===== config.mk =====
export PLATFORM = sky130hd
export DESIGN_NAME = race_runner
export DESIGN_NICKNAME = d
export VERILOG_FILES = /design/src/rtl/race_runner.sv
export SDC_FILE = /design/constraint.sdc
export NUM_CORES = 1
export LEC_CHECK = 0
export ABC_AREA = 0
export CAP_MARGIN = 20
export CORE_ASPECT_RATIO = 0.75
export CORE_UTILIZATION = 28
export DETAILED_ROUTE_END_ITERATION = 10
export DONT_BUFFER_PORTS = 1
export HOLD_SLACK_MARGIN = 0.02
export SYNTH_ARGS = -nofsm -noshare
export SYNTH_HDL_FRONTEND = slang
export SYNTH_SLANG_ARGS = --single-unit

===== constraint.sdc =====
create_clock -name clk -period 3 [get_ports clk]
set_clock_uncertainty 0.2 [all_clocks]
set_input_delay 0.45 -clock clk [delete_from_list [all_inputs] [get_ports clk]]
set_output_delay 0.45 -clock clk [all_outputs]
set_load 0.01 [all_outputs]

===== src/rtl/race_runner.sv =====
// Responder side of the ready/start/done race handshake: accepts a start,
// runs a programmable-length race, reports done/abort, then cools down.
module race_runner #(
  parameter int unsigned CNT_W    = 8,
  parameter int unsigned RACE_W   = 4,
  parameter int unsigned COOL_CYC = 2
) (
  input  logic              clk,
  input  logic              rst,
  input  logic              enable,
  input  logic              start,
  input  logic [CNT_W-1:0]  run_len,
  output logic              ready,
  output logic              done,
  output logic              aborted,
  output logic [CNT_W-1:0]  elapsed,
  output logic [RACE_W-1:0] race_count
);

  localparam int unsigned COOL_W = (COOL_CYC < 1) ? 1 : $clog2(COOL_CYC + 1);

  typedef enum logic [1:0] {
    S_IDLE   = 2'd0,
    S_RUN    = 2'd1,
    S_FINISH = 2'd2,
    S_COOL   = 2'd3
  } state_e;

  state_e              state_q, state_d;
  logic                ready_q, ready_d;
  logic                done_q, done_d;
  logic                aborted_q, aborted_d;
  logic [CNT_W-1:0]    elapsed_q, elapsed_d;
  logic [RACE_W-1:0]   race_count_q, race_count_d;
  logic [CNT_W-1:0]    cnt_q, cnt_d;
  logic [CNT_W-1:0]    target_q, target_d;
  logic [COOL_W-1:0]   cool_q, cool_d;

  logic accept_c;
  logic last_c;

  assign accept_c = ready_q && start;
  assign last_c   = (cnt_q == (target_q - CNT_W'(1)));

  // State register
  always_ff @(posedge clk or negedge rst) begin
    if (!rst) begin
      state_q <= S_IDLE;
    end else begin
      state_q <= state_d;
    end
  end

  // Next-state logic; a dropped start in RUN wins over completion
  always_comb begin
    state_d = S_IDLE;
    case (state_q)
      S_IDLE:   state_d = accept_c ? S_RUN : S_IDLE;
      S_RUN: begin
        if (!start)      state_d = S_COOL;
        else if (last_c) state_d = S_FINISH;
        else             state_d = S_RUN;
      end
      S_FINISH: state_d = start ? S_FINISH : S_COOL;
      S_COOL:   state_d = (cool_q == '0) ? S_IDLE : S_COOL;
      default:  state_d = S_IDLE;
    endcase
  end

  // Output and datapath next values
  always_comb begin
    ready_d      = 1'b0;
    done_d       = 1'b0;
    aborted_d    = 1'b0;
    elapsed_d    = elapsed_q;
    race_count_d = race_count_q;
    cnt_d        = cnt_q;
    target_d     = target_q;
    cool_d       = cool_q;
    case (state_q)
      S_IDLE: begin
        ready_d = enable;
        if (accept_c) begin
          ready_d  = 1'b0;
          cnt_d    = '0;
          target_d = (run_len == '0) ? CNT_W'(1) : run_len;
        end
      end
      S_RUN: begin
        cnt_d = cnt_q + CNT_W'(1);
        if (!start) begin
          aborted_d = 1'b1;
          cool_d    = COOL_W'(COOL_CYC);
        end else if (last_c) begin
          done_d       = 1'b1;
          elapsed_d    = target_q;
          race_count_d = (race_count_q == '1) ? race_count_q
                                              : race_count_q + RACE_W'(1);
        end
      end
      S_FINISH: begin
        done_d = start;
        if (!start) cool_d = COOL_W'(COOL_CYC);
      end
      S_COOL: begin
        if (cool_q != '0) cool_d = cool_q - COOL_W'(1);
      end
      default: begin
        cnt_d    = '0;
        target_d = '0;
        cool_d   = '0;
      end
    endcase
  end

  // Registered outputs and internal counters
  always_ff @(posedge clk or negedge rst) begin
    if (!rst) begin
      ready_q      <= 1'b0;
      done_q       <= 1'b0;
      aborted_q    <= 1'b0;
      elapsed_q    <= '0;
      race_count_q <= '0;
      cnt_q        <= '0;
      target_q     <= '0;
      cool_q       <= '0;
    end else begin
      ready_q      <= ready_d;
      done_q       <= done_d;
      aborted_q    <= aborted_d;
      elapsed_q    <= elapsed_d;
      race_count_q <= race_count_d;
      cnt_q        <= cnt_d;
      target_q     <= target_d;
      cool_q       <= cool_d;
    end
  end

  assign ready      = ready_q;
  assign done       = done_q;
  assign aborted    = aborted_q;
  assign elapsed    = elapsed_q;
  assign race_count = race_count_q;

endmodule

==> reports/results.tsv <==
metric	value	unit
status	completed	
post-CTS setup buffer count	0	
EDFF count, synth	0	
clk root buf	clkbuf_8	
cell type with the largest total area after synthesis	dfrtp_1	
detailed-route wire length	3.45	mm
crit share post-route	0.933	
Slew HR	0.770	
Num CTS Buffers	5	
Reg2Reg Depth	5	
Synth Area in Simple Gates	0.135	
Die X-Extent	95.1	um
Initial Utilization	0.290	
syn nets	187	
PD cells	960	mW/mm2
fin. max-slew vios	0	
largest family of logic cells by synthesized area	simple AND/OR/NAND/NOR gates	
syn avg cell area	10.9	um2
core box area	0.00629	mm2
worst min-delay path category	primary input to flip-flop	
post-synthesis cell count	167	
ANT cells	0	
Seq/Total Area, Yosys	0.481	
CTS Hold Bufs	2	
R2R Setup Slk	200	ps
Final #Nets	192	
CTS tree	built	
Final ANT Viol Nets	0	
CP required	2990	ps
max-cap viol count	0	
number of DRC markers in iteration 0	40	
CP startpoint kind	flip-flop	
Synth Area in Compound Gates	0.131	
FF+latch count, synth	35	
routed via count	1255	
Cell Area, Synth	0.00182	mm2
Distinct cells, synth	48	
largest net degree at the start of global routing	36	
post-synthesis adder-cell area fraction	0.0550	
placed cell count	244	
crit-path max FO	6	
I/O pin total	27	
CP endpoint kind	flip-flop	
chip height	71.8	um
Setup CP Type	flip-flop to flip-flop	
final hold violation count	0	
clock tree buffer depth	2	
routed len/inst	13.6	um
clk_lat worst skew	290	ps
first-pass GRT wire length	5.94	mm
fraction of layout cells with a size suffix above 1	0.127	
CTS Sinks	35	
Final Non-Filler Cells	254	
HPWL after DPL	2.54	mm
mux cell area share after synthesis	0.100	
crit-path cells	or4_4 > or4_1 > a311o_1 > a31o_1 > mux2_4	
Max rail drop VDD	0.296	mV
Layout area overhead	14.0	%
hold depth	1	
drt pass-1 iters	4	
final setup fails	0	
GRT Residual Overflow	0	
Critical-path top delay cell	or4_4	
fraction of synthesized cell area in xor and xnor cells	0.0653	
TNS Setup	0	ps
post-CTS sizing	0	
drt drc	0	
Worst-Margin Slew	341	ps
clk slew on worst S/H paths	80	ps
arrival time at the worst endpoint	2790	ps
RSZ-0062 raised after global routing	false	
port buffer count	0	
Leak	0.927	nW
number of H-tree levels	2	
Rows	25	
top cells by area, synth	dfrtp_1, mux2_2, ha_1, mux2_1, nor2_1	
dominant synthesized flop cell	dfrtp_1	
area share of the largest cell type after synthesis	0.481	
fmax	357	MHz
Hold Slack	36.4	ps
Synth Warn #	0	
Tmin final	2800	ps
GP Congestion	0.755	
vias in the first global route	1239	
Max stage delay on crit path	550	ps
Final Power	1.99	mW
die area	0.00683	mm2
Via-to-Cell Ratio	4.94	
Post-synth ARST share	1.00	
GRT Total Usage	0.117	
initial antenna violation count	0	
-- state kept, by name, summed over array words and instances, names as in the netlist --
signal      cells
aborted         1
race_count      4
target_q        8
ready           1
elapsed         8
done            1
state_q         2
cool_q          2
cnt_q           8
-- routing by layer --
layer  global-route usage  wire, um  vias up
met5                    0         0        -
met4               0.0556        73        0
met3               0.0541       296        7
met2                0.171      1550       25
met1                0.145      1530      610
li1                     -         -      613
-- kinds of logic (layout without fill, tap and decap cells) --
kind of cell | Yosys count | in the layout
xor gates and xnor gates | 12 | 12
AOI/OAI and AO/OA | 33 | 33
and+or+nand+nor | 48 | 48
muxes | 16 | 16
DFF | 35 | 35
adders and majority gates | 8 | 8
buffers and inverters | 15 | 21
-- critical path: cells and delay by family (launching register included) --
kind	cells	cell delay, ps
multiplexers	1	300
AO/OA/AOI/OAI	2	650
AND/OR/NAND/NOR	2	1090
flip-flops	1	460
-- path summary, 6_finish.rpt --
kind                                         startpoint                        end
worst min register to register   elapsed[0]$_DFFE_PN0P_     elapsed[0]$_DFFE_PN0P_
min in group asynchronous                           rst       cnt_q[5]$_DFFE_PN0P_
max in group asynchronous                           rst       cnt_q[2]$_DFFE_PN0P_
worst max-delay path            target_q[2]$_DFFE_PN0P_  race_count[1]$_DFFE_PN0P_
worst max register to register  target_q[2]$_DFFE_PN0P_  race_count[1]$_DFFE_PN0P_
worst min-delay path                              start          aborted$_DFF_PN0_
-- synthesized netlist by cell type (2+ instances only) --
master / n
nand4_1: 3
a21oi_1: 5
a22o_1: 2
a31oi_1: 2
ha_1: 8
o21ai_0: 6
or3_1: 2
mux2_2: 9
xor2_1: 5
nor2_1: 14
dfrtp_1: 35
xnor2_1: 6
a32o_1: 2
nor3_1: 3
nand3_1: 2
o41a_1: 2
and3_1: 2
nand2b_1: 2
mux2_1: 5
clkbuf_1: 5
inv_1: 9
nand2_1: 11
o211ai_1: 2
-- cell usage in the layout, fill, tap and decap left out, types with 3 or more instances in the layout --
cell,n
clkbuf_8,5
mux2_1,5
xor2_1,5
o21ai_0,6
nor2_1,14
ha_1,8
xnor2_1,6
nor3_1,3
mux2_2,9
a21oi_1,5
nand2_1,11
nand4_1,3
inv_1,9
dfrtp_1,35
-- power breakdown --
group	total [mW]	internal [mW]	switching, mW
Clock	0.509	0.332	0.177
Sequential	0.832	0.626	0.206
Combinational	0.651	0.334	0.318
Total	1.99	1.29	0.700
-- metrics by stage --
step	util	worst slack (ps)	cell area, um2
after floorplan	-	324	1820
after global placement	0.304	259	1910
after detailed placement	0.304	200	1910
after CTS	0.330	191	2080
after global routing	0.330	108	2080
final	0.330	201	2080
-- final cells by class --
class	instances	area, um2
inverters	9	33.8
well taps	81	101
multi-input cells	117	887
clock inverters	2	60.1
flip-flops and latches	35	876
fillers	625	4210
repair buffers	4	45.0
clock buffers	6	72.6
(Power assumes the default switching activity.)
